## src/rtl/led_blink_multi.sv

```systemverilog
// led_blink_multi: CHANNELS independent LEDs (OFF/ON/BLINK/PULSE) programmed through a one-cycle write port; define LED_PWM_EN to add global PWM brightness
module led_blink_multi #(
    parameter int CHANNELS = 4,
    parameter int CNT_W    = 24,
    parameter int CH_W     = 2
) (
    input  logic                clk,
    input  logic                rst,
    input  logic                cfg_we,
    input  logic [CH_W-1:0]     cfg_ch,
    input  logic [1:0]          cfg_mode,
    input  logic [CNT_W-1:0]    cfg_period,
`ifdef LED_PWM_EN
    input  logic [7:0]          bright,
`endif
    output logic [CHANNELS-1:0] led,
    output logic [CHANNELS-1:0] busy
);
    localparam logic [1:0] M_OFF   = 2'd0;
    localparam logic [1:0] M_ON    = 2'd1;
    localparam logic [1:0] M_BLINK = 2'd2;
    localparam logic [1:0] M_PULSE = 2'd3;

    logic [CHANNELS-1:0] lit;
    logic [CHANNELS-1:0] act;

    for (genvar g = 0; g < CHANNELS; g++) begin : g_ch
        logic [1:0]       mode_q, mode_d;
        logic [CNT_W-1:0] period_q, period_d;
        logic [CNT_W-1:0] cnt_q, cnt_d;
        logic             led_q, led_d;
        logic             busy_q, busy_d;
        logic             sel, tc;

        // Out-of-range channel indices never match any channel, so such writes are dropped
        assign sel = cfg_we && (int'(cfg_ch) == g);
        assign tc  = cnt_q == period_q;

        // Channel state register; a write always beats the terminal count
        always_ff @(posedge clk or posedge rst) begin
            if (rst) begin
                mode_q   <= M_OFF;
                period_q <= '0;
                cnt_q    <= '0;
                led_q    <= 1'b0;
                busy_q   <= 1'b0;
            end else begin
                mode_q   <= mode_d;
                period_q <= period_d;
                cnt_q    <= cnt_d;
                led_q    <= led_d;
                busy_q   <= busy_d;
            end
        end

        // Next state: load on write, PULSE falls back to OFF after its window, counter runs only in BLINK/PULSE
        always_comb begin
            mode_d   = sel ? cfg_mode : (mode_q == M_PULSE && tc) ? M_OFF : mode_q;
            period_d = sel ? cfg_period : period_q;
            cnt_d    = (sel || tc || !mode_q[1]) ? '0 : cnt_q + CNT_W'(1);
        end

        // Outputs: any non-OFF mode lights on entry; BLINK toggles at terminal count, PULSE drops at it
        always_comb begin
            led_d  = sel ? (cfg_mode != M_OFF)
                   : (mode_q == M_BLINK) ? (led_q ^ tc)
                   : (mode_q == M_PULSE) ? !tc
                   : (mode_q == M_ON);
            busy_d = sel ? (cfg_mode == M_PULSE) : (mode_q == M_PULSE) && !tc;
        end

        assign lit[g] = led_q;
        assign act[g] = busy_q;
    end

    assign busy = act;

`ifdef LED_PWM_EN
    logic [7:0]          pwm_cnt_q, pwm_cnt_d;
    logic [CHANNELS-1:0] pwm_led_q, pwm_led_d;

    // PWM counter and gated LED register
    always_ff @(posedge clk or posedge rst) begin
        if (rst) begin
            pwm_cnt_q <= '0;
            pwm_led_q <= '0;
        end else begin
            pwm_cnt_q <= pwm_cnt_d;
            pwm_led_q <= pwm_led_d;
        end
    end

    // Free-running 8-bit ramp compared against the global brightness
    always_comb begin
        pwm_cnt_d = pwm_cnt_q + 8'd1;
        pwm_led_d = lit & {CHANNELS{pwm_cnt_q < bright}};
    end

    assign led = pwm_led_q;
`else
    assign led = lit;
`endif
endmodule

```

## config.mk

```make
export PLATFORM = sky130hd
export DESIGN_NAME = led_blink_multi
export DESIGN_NICKNAME = d
export VERILOG_FILES = /design/src/rtl/led_blink_multi.sv
export SDC_FILE = /design/constraint.sdc
export NUM_CORES = 1
export LEC_CHECK = 0
export BUFFER_PORTS_ARGS = -buffer_cell sky130_fd_sc_hd__buf_2
export CELL_PAD_IN_SITES_DETAIL_PLACEMENT = 1
export CELL_PAD_IN_SITES_GLOBAL_PLACEMENT = 2
export CORE_ASPECT_RATIO = 0.9
export CORE_UTILIZATION = 40
export CTS_CLUSTER_DIAMETER = 80
export DETAILED_ROUTE_END_ITERATION = 8
export GPL_ROUTABILITY_DRIVEN = 0
export GPL_TIMING_DRIVEN = 0
export PLACE_DENSITY = 0.85
export SETUP_SLACK_MARGIN = 0.5
export SKIP_CTS_REPAIR_TIMING = 1
export SLEW_MARGIN = 20
export SYNTH_ARGS = -nofsm -noshare
export SYNTH_HDL_FRONTEND = slang
export SYNTH_SLANG_ARGS = --single-unit
```

## constraint.sdc

```tcl
create_clock -name clk -period 7.6 [get_ports clk]
set_input_delay 0.38 -clock clk [delete_from_list [all_inputs] [get_ports clk]]
set_output_delay 0.38 -clock clk [all_outputs]
set_load 0.005 [all_outputs]
```

# --- After elaboration in Yosys (flattened, before gate mapping) ---
# Cells that the tools add are included.
word_totals:
  register_bits: 208
  output_inout_bits: 8
  word_cells: 110
op_classes:
  add_sub_neg: 4
  reduce_logical: 34
  n_eq_ne: 20
  bitwise_logic: 4
  n_mux: 28
op_table:
  columns: ["operator", "n"]
  rows:
  - ["24-bit by 1-bit adder with 24-bit output (second input constant)", 4]
  - ["24-bit equality test", 4]
  - ["24-bit 2-to-1 mux", 4]
  - ["2-bit equality test (second input constant)", 11]
  - ["1-bit 2-to-1 mux", 16]
  - ["2-bit 2-to-1 mux", 8]
  - ["1-bit logical AND", 12]
  - ["2-bit by 1-bit equality test with 1-bit output (second input constant)", 5]
  - ["2-bit nonzero test", 5]
  - ["1-bit zero test", 8]
  - ["1-bit logical OR", 8]
  - ["1-bit bitwise XOR", 4]
  - ["2-bit zero test", 1]

# --- Longest topological paths before layout ---
# Gate-level depths: netlist of run 1.
depth:
  depth_word: 5
  ltp_mapped: 9
  mapped_depth_nobuf: 7

# --- Worst setup path after synthesis of run 1 ---
# OpenSTA, ideal clock, no wires.
synth_path:
  path_type: "reg2reg"
  startpoint: "register g_ch[3].cnt_q[14]"
  endpoint: "register g_ch[3].cnt_q[15]"
  path_buffers: 3
  setup_slack_ns: 5.881
  t_arrival_ns: 1.600
  setup_time_ns: 0.119
  stages_incl_launch_ff: 10
  cell_sequence: "dfrtp_1 -> clkbuf_2 -> xor2_1 -> nor4_1 -> nand2_1 -> nor2_1 -> or2_1 -> buf_2 -> buf_6 -> nor2_1"
synth_via:
  elab_chain_len: 4
synth_rtl:
  columns: ["element", "line", "rtl"]
  rows:
  - ["from (decl)", "30", "logic [CNT_W-1:0] cnt_q, cnt_d;"]
  - ["from (signal assigned)", "50", "cnt_q <= cnt_d;"]
  - ["branches (longest 3 deep; another with 24-bit by 1-bit adder with 24-bit output)", null, null]
  - ["24-bit 2-to-1 mux (*)", "60", "cnt_d = (sel || tc || !mode_q[1]) ? '0 : cnt_q + CNT_W'(1);"]
  - ["via g_ch[3].cnt_d[15]", "30", null]
# Mark *: on every way through the listed nets, which the timed path passes.
# A chain may end at the register's enable or synchronous reset.

# --- Worst setup path in the final report of run 1 ---
layout_path:
  startpoint: "register g_ch[3].cnt_q[14]"
  endpoint: "register g_ch[3].cnt_q[0]"
layout_via:
  elab_chain_len: 4
layout_rtl:
  columns: ["element", "line", "rtl"]
  rows:
  - ["24-bit equality test", "37", "assign tc = cnt_q == period_q;"]
  - ["1-bit logical OR (2 in series)", "60", null]
  - ["24-bit 2-to-1 mux", "60", null]
  - ["via g_ch[3].cnt_d[0]", "30", null]
# The timed path passes the listed nets, and every way through them passes these cells.

==> impl_metrics.py, run 1 <==
metrics = {
    "die": {
        "fp.dieArea_sq_um": 25900,
        "pin_count": 39,
        "core-area_sq_um": 24500,
        "start_util_pct": 41.2,
        "die_width_um": 169,
        "num_rows": 54,
        "die_height_um": 153,
    },
    "clock_tree": {
        "htreeDepth": 1,
        "cts_tree": "built",
        "root_buffer": "clkbuf_16",
        "cts_buffers": 24,
        "clk_latency_ns": 0.52,
        "ctsLongestPathBuffers": 3,
        "cts.reportedPaths.clkPinSlew_ns": 0.06,
        "clock-sinks": 208,
    },
    "timing": {
        "worstMarginPinSlew_ns": 0.783,
        "fin_crit_sh_pct": 31.2,
        "fin_crit_ns": 2.37,
        "slew_headroom_pct": 47.6,
        "hold_violations": 0,
        "fmax_mhz": 422,
        "rsz0062_at_grt": "no",
        "setup_ws_ns": 5.23,
        "final.setup_skew_ns": 0.00812,
        "drv_slew": 0,
        "fin_worst_hold_slack_ns": 0.162,
        "setup_viol": 0,
    },
    "critical_path": {
        "cp-end-kind": "flop",
        "critPathKind": "flop to flop",
        "crit_required_ns": 8.00,
        "cp-start-kind": "flop",
        "cp_max_fo": 10,
        "arrival_ns": 2.77,
    },
    "logic_synthesis": {
        "seq_area_frac_synth_pct": 51.5,
        "yosysMostFrequentCell": "nand2_1",
        "ys_types": 46,
        "ys.flop_type": "dfrtp_1",
        "netlist_top_cells_area": "dfrtp_1, xor2_1, nand2_1",
        "synth.avg_cell_area_sq_um": 9.71,
        "yosys.area.top_type_share_pct": 51.5,
        "syn_nets": 1075,
        "synthArstFlopShare_pct": 100,
        "ys_ff_latch": 208,
        "synthesis.area_sq_um": 10100,
        "yosysTopAreaCell": "dfrtp_1",
        "synth_edf_count": 0,
        "synth_top_cells_by_count": "nand2_1, dfrtp_1, xor2_1, nor2_1, xnor2_1",
        "ys_warn_count": 0,
        "postSynthCellCount": 1040,
    },
    "power_and_ir_drop": {
        "p_int_mw": 2.10,
        "p_leak_nw": 5.53,
        "power_mw": 2.87,
        "power_frac_clock_pct": 41.8,
        "power_density_nw_per_um2": 247,
        "power_frac_comb_pct": 12.6,
        "switching_share_pct": 26.8,
        "power_frac_seq_pct": 45.6,
        "p_switching_mw": 0.769,
        "peakVddDrop_mv": 0.147,
    },
    "grt": {
        "grt_max_degree": 79,
        "track_usage_pct": 22.2,
        "gr-total-overflow": 0,
        "antenna_found_initial": 1,
        "grt_pass1_wl_um": 44500,
        "grt_pass1_vias": 7848,
    },
    "placed_design": {
        "place_ws_ns": 5.27,
        "port_buffers": 38,
        "dp_hpwl_um": 19200,
        "placed_cell_area_sq_um": 10800,
    },
    "routing": {
        "drc": 0,
        "vias": 7344,
        "drt_iter0_markers": 393,
        "viasPerCell": 5.02,
        "wl_per_cell_um": 18.6,
        "ant_nets": 0,
        "firstDrtPassIters": 5,
        "wl_um": 27200,
    },
    "cells_and_area": {
        "drive_gt1_share_pct": 14.0,
        "finalNetCount": 1142,
        "fillers": 2783,
        "synthToLayoutAreaGrowth_pct": 14.9,
        "fin_area_sq_um": 11600,
        "utilization_pct": 47.3,
    },
    "worst_hold_path": {
        "hold_path_class": "input port to flop",
    },
    "outcome": {
        "status": "complete, no violations",
    },
    "run": {
        "maxCapViolCount": 0,
    },
}
[critical path, cell delays in order, from the launching register on]
cell and delay (ns):
dfrtp_1 0.36, clkbuf_2 0.16, xor2_1 0.17, nor4_1 0.59
nand2_1 0.19, nor2_1 0.19, or2_1 0.13, buf_2 0.21
buf_6 0.17, nor2_1 0.05
[per-layer routing]
metal  vias up  global-route usage [%]  wire (um)
met2        98                    35.3      12700
met4         0                    5.15        572
met1      3707                    32.3      13100
li1       3505                       -          -
met3        34                    2.60        904
met5         -                       0          0
[area by class of cell]
class	count	area, sq um	share of cell area, %
clock buffers	31	678	5.84
well taps	336	420	3.62
multi-input cells	761	4540	39.1
diodes	1	2.50	0.0216
plain buffers	46	265	2.29
clock inverters	13	144	1.24
inverters	25	101	0.873
flip-flops and latches	208	5200	44.8
repair buffers	41	255	2.20
[kinds of logic (layout without fill, tap and decap cells)]
group / Yosys count / in the layout / synth area share (%)
AOI/OAI and AO/OA: 34 / 34 / 2.17
xor gates and xnor gates: 184 / 184 / 16.0
adders and majority gates: 4 / 4 / 0.496
buffers and inverters: 71 / 156 / 3.56
DFF: 208 / 208 / 51.5
muxes: 24 / 24 / 2.68
other: 0 / 1 / 0
and+or+nand+nor: 515 / 515 / 23.6
[through the flow]
step | instances | setup TNS (ns)
2_1_floorplan | 1040 | 0
3_3_place_gp | 1414 | -223.53
3_5_place_dp | 1416 | 0
4_1_cts | 1460 | 0
5_1_grt | 1462 | 0
6_report | 1462 | 0
[power groups by stage]
stage	clock [mW]	combinational (mW)	sequential (mW)
6_report	1.20	0.361	1.31
5_1_grt	1.27	0.409	1.32
4_1_cts	1.23	0.368	1.31
3_5_place_dp	0	0.365	1.33
3_3_place_gp	0	0.348	1.32
2_1_floorplan	0	0.256	1.30
[flip-flops by register name, indices dropped and copies added (netlist names)]
| signal | cells |
|---|---|
| g_ch.cnt_q | 96 |
| g_ch.period_q | 96 |
| g_ch.mode_q | 8 |
| g_ch.busy_q | 4 |
| g_ch.led_q | 4 |
[layout by cell type, fill, tap and decap left out, drive strengths merged, types with 11 or more instances in the layout]
cell    count
xnor2      62
buf        64
nand4      24
nor4       26
xor2      122
nor3       15
inv        26
nand3      35
clkbuf     53
nor2      123
nand2     254
a21oi      11
mux2       24
dfrtp     208
[final timing paths]
kind / cells past startpoint / slack, ns / start / end
worst min-delay path: 3 / 0.16 / cfg_period[17] / g_ch[2].period_q[17]
worst min register to register: 2 / 0.49 / g_ch[2].period_q[18] / g_ch[2].period_q[18]
min in group asynchronous: 3 / 0.46 / rst / g_ch[3].period_q[8]
worst max register to register: 9 / 5.23 / g_ch[3].cnt_q[14] / g_ch[3].cnt_q[0]
max in group asynchronous: 4 / 6.38 / rst / g_ch[2].period_q[17]
worst max-delay path: 9 / 5.23 / g_ch[3].cnt_q[14] / g_ch[3].cnt_q[0]
Note: power is estimated with default switching activity, not from simulation.
==> run 2, diff against run 1 <==
--- a/config.mk
+++ b/config.mk
@@ -5,16 +5,17 @@
 export SDC_FILE = /design/constraint.sdc
 export NUM_CORES = 1
 export LEC_CHECK = 0
+export ABC_AREA = 1
 export BUFFER_PORTS_ARGS = -buffer_cell sky130_fd_sc_hd__buf_2
 export CELL_PAD_IN_SITES_DETAIL_PLACEMENT = 1
 export CELL_PAD_IN_SITES_GLOBAL_PLACEMENT = 2
 export CORE_ASPECT_RATIO = 0.9
-export CORE_UTILIZATION = 40
+export CORE_UTILIZATION = 34
 export CTS_CLUSTER_DIAMETER = 80
 export DETAILED_ROUTE_END_ITERATION = 8
 export GPL_ROUTABILITY_DRIVEN = 0
 export GPL_TIMING_DRIVEN = 0
-export PLACE_DENSITY = 0.85
+export PLACE_DENSITY = 0.82
 export SETUP_SLACK_MARGIN = 0.5
 export SKIP_CTS_REPAIR_TIMING = 1
 export SLEW_MARGIN = 20
==> constraint.sdc (replaced) <==
create_clock -name clk -period 2.11 [get_ports clk]
set_input_delay 0.1055 -clock clk [delete_from_list [all_inputs] [get_ports clk]]
set_output_delay 0.1055 -clock clk [all_outputs]
set_load 0.005 [all_outputs]
==> impl_metrics.py, run 2 <==
metrics = {
    "timing": {
        "setup_ws_ns": 0.392,
        "fin_worst_hold_slack_ns": -0.00232,
        "slew_headroom_pct": 57.7,
        "worstMarginPinSlew_ns": 0.632,
        "fmax_mhz": 582,
        "drv_slew": 0,
        "rsz0062_at_grt": "yes",
        "fin_crit_sh_pct": 81.4,
        "hold_violations": 1,
        "fin_tns_setup_ns": 0,
        "fin_crit_ns": 1.72,
        "setup_viol": 0,
        "final.setup_skew_ns": 0.00904,
    },
    "critical_path": {
        "worstPathCellList": "inv_2 -> nand2_1 -> nand2_1 -> nand2_1 -> nor2_1 -> nand2_2 -> nor2_4 -> nand2_2 -> nand3_4 -> clkbuf_16 -> nor3_2",
        "arrival_ns": 2.13,
        "cp-end-kind": "flop",
        "cpPeakStageDelay_ns": 0.43,
        "r2r_cells": 11,
        "critPathKind": "flop to flop",
        "cp_max_fo": 8,
        "cp-start-kind": "flop",
        "r2r-start": "g_ch[3].cnt_q[16]",
        "reg2reg_slack_ns": 0.39,
        "crit_top_cell": "nand2_1",
        "worstReg2RegEnd": "g_ch[3].cnt_q[18]",
        "critPathSlowestCell": "dfrtp_2",
        "crit_required_ns": 2.52,
    },
    "placed_design": {
        "place_ws_ns": 0.247,
        "dp.cells": 1819,
        "placed_cell_area_sq_um": 11900,
        "dp_hpwl_um": 25300,
        "port_buffers": 38,
    },
    "cells_and_area": {
        "ff_latch_area_sq_um": 5250,
        "layout_common_cells": "nand2_1, dfrtp_1, inv_1",
        "drive_gt1_share_pct": 30.4,
        "multi_input_area_sq_um": 5750,
        "fin_area_sq_um": 14600,
        "synthToLayoutAreaGrowth_pct": 33.4,
        "fin_cells": 1971,
        "finalNetCount": 1571,
        "fillers": 3715,
        "diodes": 0,
        "final_common_cell": "nand2_1",
        "top_regs": "g_ch.cnt_q x96, g_ch.period_q x96, g_ch.mode_q x8",
    },
    "logic_synthesis": {
        "yosys.area.top_type_share_pct": 47.4,
        "ys_warn_count": 0,
        "synth.avg_cell_area_sq_um": 8.09,
        "ys_types": 33,
        "postSynthCellCount": 1357,
        "yosysTopAreaCell": "dfrtp_1",
        "netlist_top_cells_area": "dfrtp_1, nand2_1, nor2_1",
        "synthArstFlopShare_pct": 100,
        "syn_nets": 1392,
        "synthesis.area_sq_um": 11000,
        "yosysMostFrequentCell": "nand2_1",
        "synth_top_cells_by_count": "nand2_1, dfrtp_1, nor2_1, inv_1, xor2_1",
        "synth_edf_count": 0,
        "ys.flop_type": "dfrtp_1",
        "seq_area_frac_synth_pct": 47.4,
        "ys_ff_latch": 208,
    },
    "power_and_ir_drop": {
        "power_density_nw_per_um2": 768,
        "p_leak_nw": 6.56,
        "peakVddDrop_mv": 0.614,
    },
    "grt": {
        "track_usage_pct": 20.9,
        "grt_max_degree": 33,
        "grt_pass1_vias": 9505,
        "grt_pass1_wl_um": 53700,
        "antenna_found_initial": 1,
        "gr-total-overflow": 0,
    },
    "outcome": {
        "violations": "hold timing",
        "status": "finished, violations left",
    },
    "routing": {
        "ant_nets": 0,
        "firstDrtPassIters": 6,
        "drc": 0,
        "wl_per_cell_um": 18.2,
        "vias": 9520,
        "drt_iter0_markers": 452,
        "viasPerCell": 4.83,
        "wl_um": 35900,
    },
    "run": {
        "maxCapViolCount": 0,
    },
    "die": {
        "die_width_um": 191,
        "pin_count": 39,
        "fp.dieArea_sq_um": 33000,
        "die_height_um": 173,
        "core-area_sq_um": 31900,
        "start_util_pct": 34.4,
        "num_rows": 62,
    },
    "worst_hold_path": {
        "hold_end": "g_ch[1].period_q[5]",
        "hold_path_class": "input port to flop",
        "min_from": "cfg_ch[1]",
        "hold_depth": 4,
    },
    "clock_tree": {
        "cts.reportedPaths.clkPinSlew_ns": 0.06,
        "ctsLongestPathBuffers": 3,
        "htreeDepth": 1,
        "clk_latency_ns": 0.53,
        "cts_tree": "built",
        "clock-sinks": 208,
        "cts_buffers": 26,
        "root_buffer": "clkbuf_16",
    },
}
[run 2: cell count changes in the layout (fill, tap and decap cells not counted), moves of 37 or more]
cell and change:
buf_4 +66, inv_1 +92, nand2_1 +95, nor2_2 +54, nor2_4 +37, o21ai_0 +61, o21ai_1 +38, xor2_1 -59
[run 2: power by group]
group          total (mW)  internal [mW]  switching, mW
clock                4.60           2.83           1.78
sequential           4.72           4.37          0.351
combinational        1.93          0.858           1.07
[run 2: kinds of logic after synthesis]
group | Yosys count | synth area share (%)
simple gates | 711 | 28.7
flops | 208 | 47.4
buf+inv | 186 | 7.50
compound gates | 113 | 5.16
fa+ha+maj | 4 | 0.456
xor+xnor | 135 | 10.8
[run 2: layer usage]
layer  vias up  share of wire [%]  global-route usage, %
li1       4592                  -                      -
met1      4760                 46                   29.4
met2       125                 49                   34.1
met3        43                3.1                   2.86
met4         0                2.1                   4.50
met5         -                  0                      0
[run 2: stage by stage]
stage	power (mW)	utilization (%)
after floorplan	5.68	-
after global placement	6.13	36.7
after detailed placement	6.24	37.3
after CTS	10.9	40.0
after global routing	11.8	45.9
final	11.2	45.9
[run 2: final cells by class]
type                            instances  area share, %
Tap cell                              416           3.55
Clock buffer                           41           5.45
Inverter                              145           3.74
Buffer                                 41           2.29
Timing Repair Buffer                  151           9.29
Multi-Input combinational cell        963           39.3
Sequential cell                       208           35.8
Clock inverter                          6          0.572
[run 2: worst max-delay path: cells and delay by family (launching register included)]
family	cells	cell delay [ns]
buffers and inverters	2	0.29
and+or+nand+nor	9	0.86
DFF	1	0.43
[run 2: how the worst max path moves through the flow]
stage | from | endpoint | slack, ns | cells after the start
5_1_grt | g_ch[3].cnt_q[11] | g_ch[3].cnt_q[17] | 0.31 | 10
3_5_place_dp | g_ch[1].cnt_q[1] | g_ch[1].cnt_q[19] | 0.25 | 11
4_1_cts | g_ch[1].cnt_q[1] | g_ch[1].cnt_q[23] | 0.24 | 11
2_1_floorplan | rst | g_ch[0].busy_q | -0.70 | 1
6_report | g_ch[3].cnt_q[16] | g_ch[3].cnt_q[18] | 0.39 | 11
3_3_place_gp | rst | g_ch[1].cnt_q[9] | -2.22 | 2
==> run 3, diff against run 2 <==
--- a/config.mk
+++ b/config.mk
@@ -5,17 +5,17 @@
 export SDC_FILE = /design/constraint.sdc
 export NUM_CORES = 1
 export LEC_CHECK = 0
-export ABC_AREA = 1
+export ABC_AREA = 0
 export BUFFER_PORTS_ARGS = -buffer_cell sky130_fd_sc_hd__buf_2
 export CELL_PAD_IN_SITES_DETAIL_PLACEMENT = 1
 export CELL_PAD_IN_SITES_GLOBAL_PLACEMENT = 2
 export CORE_ASPECT_RATIO = 0.9
-export CORE_UTILIZATION = 34
+export CORE_UTILIZATION = 40
 export CTS_CLUSTER_DIAMETER = 80
 export DETAILED_ROUTE_END_ITERATION = 8
 export GPL_ROUTABILITY_DRIVEN = 0
 export GPL_TIMING_DRIVEN = 0
-export PLACE_DENSITY = 0.82
+export PLACE_DENSITY = 0.85
 export SETUP_SLACK_MARGIN = 0.5
 export SKIP_CTS_REPAIR_TIMING = 1
 export SLEW_MARGIN = 20
==> constraint.sdc (replaced) <==
create_clock -name clk -period 1.6 [get_ports clk]
set_input_delay 0.08 -clock clk [delete_from_list [all_inputs] [get_ports clk]]
set_output_delay 0.08 -clock clk [all_outputs]
set_load 0.005 [all_outputs]
==> impl_metrics.py, run 3 (synthesis results as in run 1) <==
metrics = {
    "critical_path": {
        "arrival_ns": 2.47,
        "cp_max_fo": 8,
        "r2r-start": "g_ch[2].period_q[19]",
        "crit_required_ns": 2.00,
        "cp-start-kind": "flop",
        "critPathSlowestCell": "dfrtp_1",
        "cp-end-kind": "flop",
        "setup.worst_path.start": "g_ch[2].period_q[19]",
        "reg2reg_slack_ns": -0.47,
        "cpPeakStageDelay_ns": 0.40,
        "r2r_cells": 8,
        "worstReg2RegEnd": "g_ch[2].cnt_q[22]",
        "worstPathCellList": "xor2_1 -> nor4_2 -> nand4_1 -> nor3_4 -> or2_1 -> buf_6 -> clkbuf_16 -> nor2_2",
        "critPathKind": "flop to flop",
    },
    "timing": {
        "worstMarginPinSlew_ns": 0.694,
        "setup_ws_ns": -0.467,
        "fin_tns_setup_ns": -43.77,
        "setup_viol": 111,
        "slew_headroom_pct": 53.7,
        "fin_worst_hold_slack_ns": -0.348,
        "fmax_mhz": 484,
        "fin_crit_sh_pct": 129,
        "drv_slew": 0,
        "hold_violations": 26,
        "rsz0062_at_grt": "yes",
        "final.setup_skew_ns": 0.0196,
        "fin_crit_ns": 2.07,
    },
    "cells_and_area": {
        "final_common_cell": "nand2_1",
        "drive_gt1_share_pct": 27.4,
        "finalNetCount": 1231,
        "fin_cells": 1548,
        "layout_common_cells": "nand2_1, dfrtp_1, xor2_1",
        "synthToLayoutAreaGrowth_pct": 30.1,
        "top_regs": "g_ch.cnt_q x96, g_ch.period_q x96, g_ch.mode_q x8",
    },
    "clock_tree": {
        "htreeDepth": 1,
        "cts_tree": "built",
        "ctsLongestPathBuffers": 3,
        "root_buffer": "clkbuf_16",
        "cts.reportedPaths.clkPinSlew_ns": 0.06,
        "cts_buffers": 24,
        "clk_latency_ns": 0.53,
        "clock-sinks": 208,
    },
    "outcome": {
        "status": "finished, violations left",
        "violations": "hold timing, setup timing",
    },
    "routing": {
        "ant_nets": 0,
        "drt_iter0_markers": 425,
        "drc": 0,
        "vias": 7818,
        "wl_per_cell_um": 19.4,
        "viasPerCell": 5.05,
        "firstDrtPassIters": 4,
        "wl_um": 30000,
    },
    "placed_design": {
        "dp_hpwl_um": 19700,
        "dp.cells": 1420,
        "place_ws_ns": -0.598,
        "port_buffers": 38,
    },
    "run": {
        "maxCapViolCount": 0,
    },
    "power_and_ir_drop": {
        "power_mw": 14.0,
        "power_density_nw_per_um2": 1070,
        "p_leak_nw": 6.09,
        "peakVddDrop_mv": 0.747,
    },
    "grt": {
        "use_met1_pct": 31.8,
        "track_usage_pct": 22.2,
        "grt_pass1_vias": 7830,
        "met3_usage_pct": 3.09,
        "grt_max_degree": 33,
        "grt_pass1_wl_um": 44300,
        "gr-total-overflow": 0,
        "grt.met2_usage_pct": 35.8,
        "antenna_found_initial": 1,
        "grt_busiest_layer": "met2",
    },
    "die": {
        "core-area_sq_um": 24500,
        "fp.dieArea_sq_um": 25900,
        "start_util_pct": 41.2,
        "num_rows": 54,
        "die_height_um": 153,
        "pin_count": 39,
        "die_width_um": 169,
    },
    "worst_hold_path": {
        "hold_path_class": "input port to async pin",
    },
}
-- run 3: worst max-delay path by stage --
stage / endpoint / slack [ns] / depth (start not counted)
2_1_floorplan: g_ch[0].busy_q / -1.18 / 1
3_3_place_gp: g_ch[2].cnt_q[16] / -2.64 / 2
3_5_place_dp: g_ch[2].cnt_q[0] / -0.60 / 8
4_1_cts: g_ch[2].cnt_q[17] / -0.69 / 8
5_1_grt: g_ch[0].cnt_q[21] / -0.56 / 8
6_report: g_ch[2].cnt_q[22] / -0.47 / 8
-- run 3: layout make-up --
type | instances | area (sq um)
Clock buffer | 35 | 723
Sequential cell | 208 | 5220
Timing Repair Buffer | 130 | 1280
Clock inverter | 6 | 30.0
Fill cell | 2693 | 11400
Inverter | 25 | 97.6
Buffer | 46 | 407
Multi-Input combinational cell | 761 | 4960
Tap cell | 336 | 420
Antenna cell | 1 | 2.50
-- run 3: metrics by stage --
| stage | cell area (sq um) | utilization, % |
|---|---|---|
| after detailed placement | 10900 | 44.6 |
| after floorplan | 10200 | - |
| after CTS | 11700 | 47.7 |
| after global routing | 13100 | 53.6 |
| final | 13100 | 53.6 |
| after global placement | 10800 | 44.1 |
-- run 3: metal layers --
metal | wire length [um] | vias up | share of wire (%)
met4 | 646 | 0 | 2.2
met2 | 14700 | 120 | 49
met5 | 0 | - | 0
li1 | - | 3675 | -
met3 | 1370 | 42 | 4.6
met1 | 13300 | 3981 | 44
-- run 3: critical path, delay by kind of cell, from the launching register on --
family        cells  cell delay (ns)
simple gates      5             1.01
flops             1             0.40
buf+inv           2             0.36
xor+xnor          1             0.18
-- run 3: where the power goes --
part | switching [mW] | internal (mW) | leakage (nW) | total (mW)
Sequential | 0.465 | 5.77 | 2.70 | 6.24
Clock | 2.22 | 3.11 | 0.379 | 5.32
Combinational | 1.27 | 1.22 | 3.01 | 2.49
Total | 3.95 | 10.1 | 6.09 | 14.0
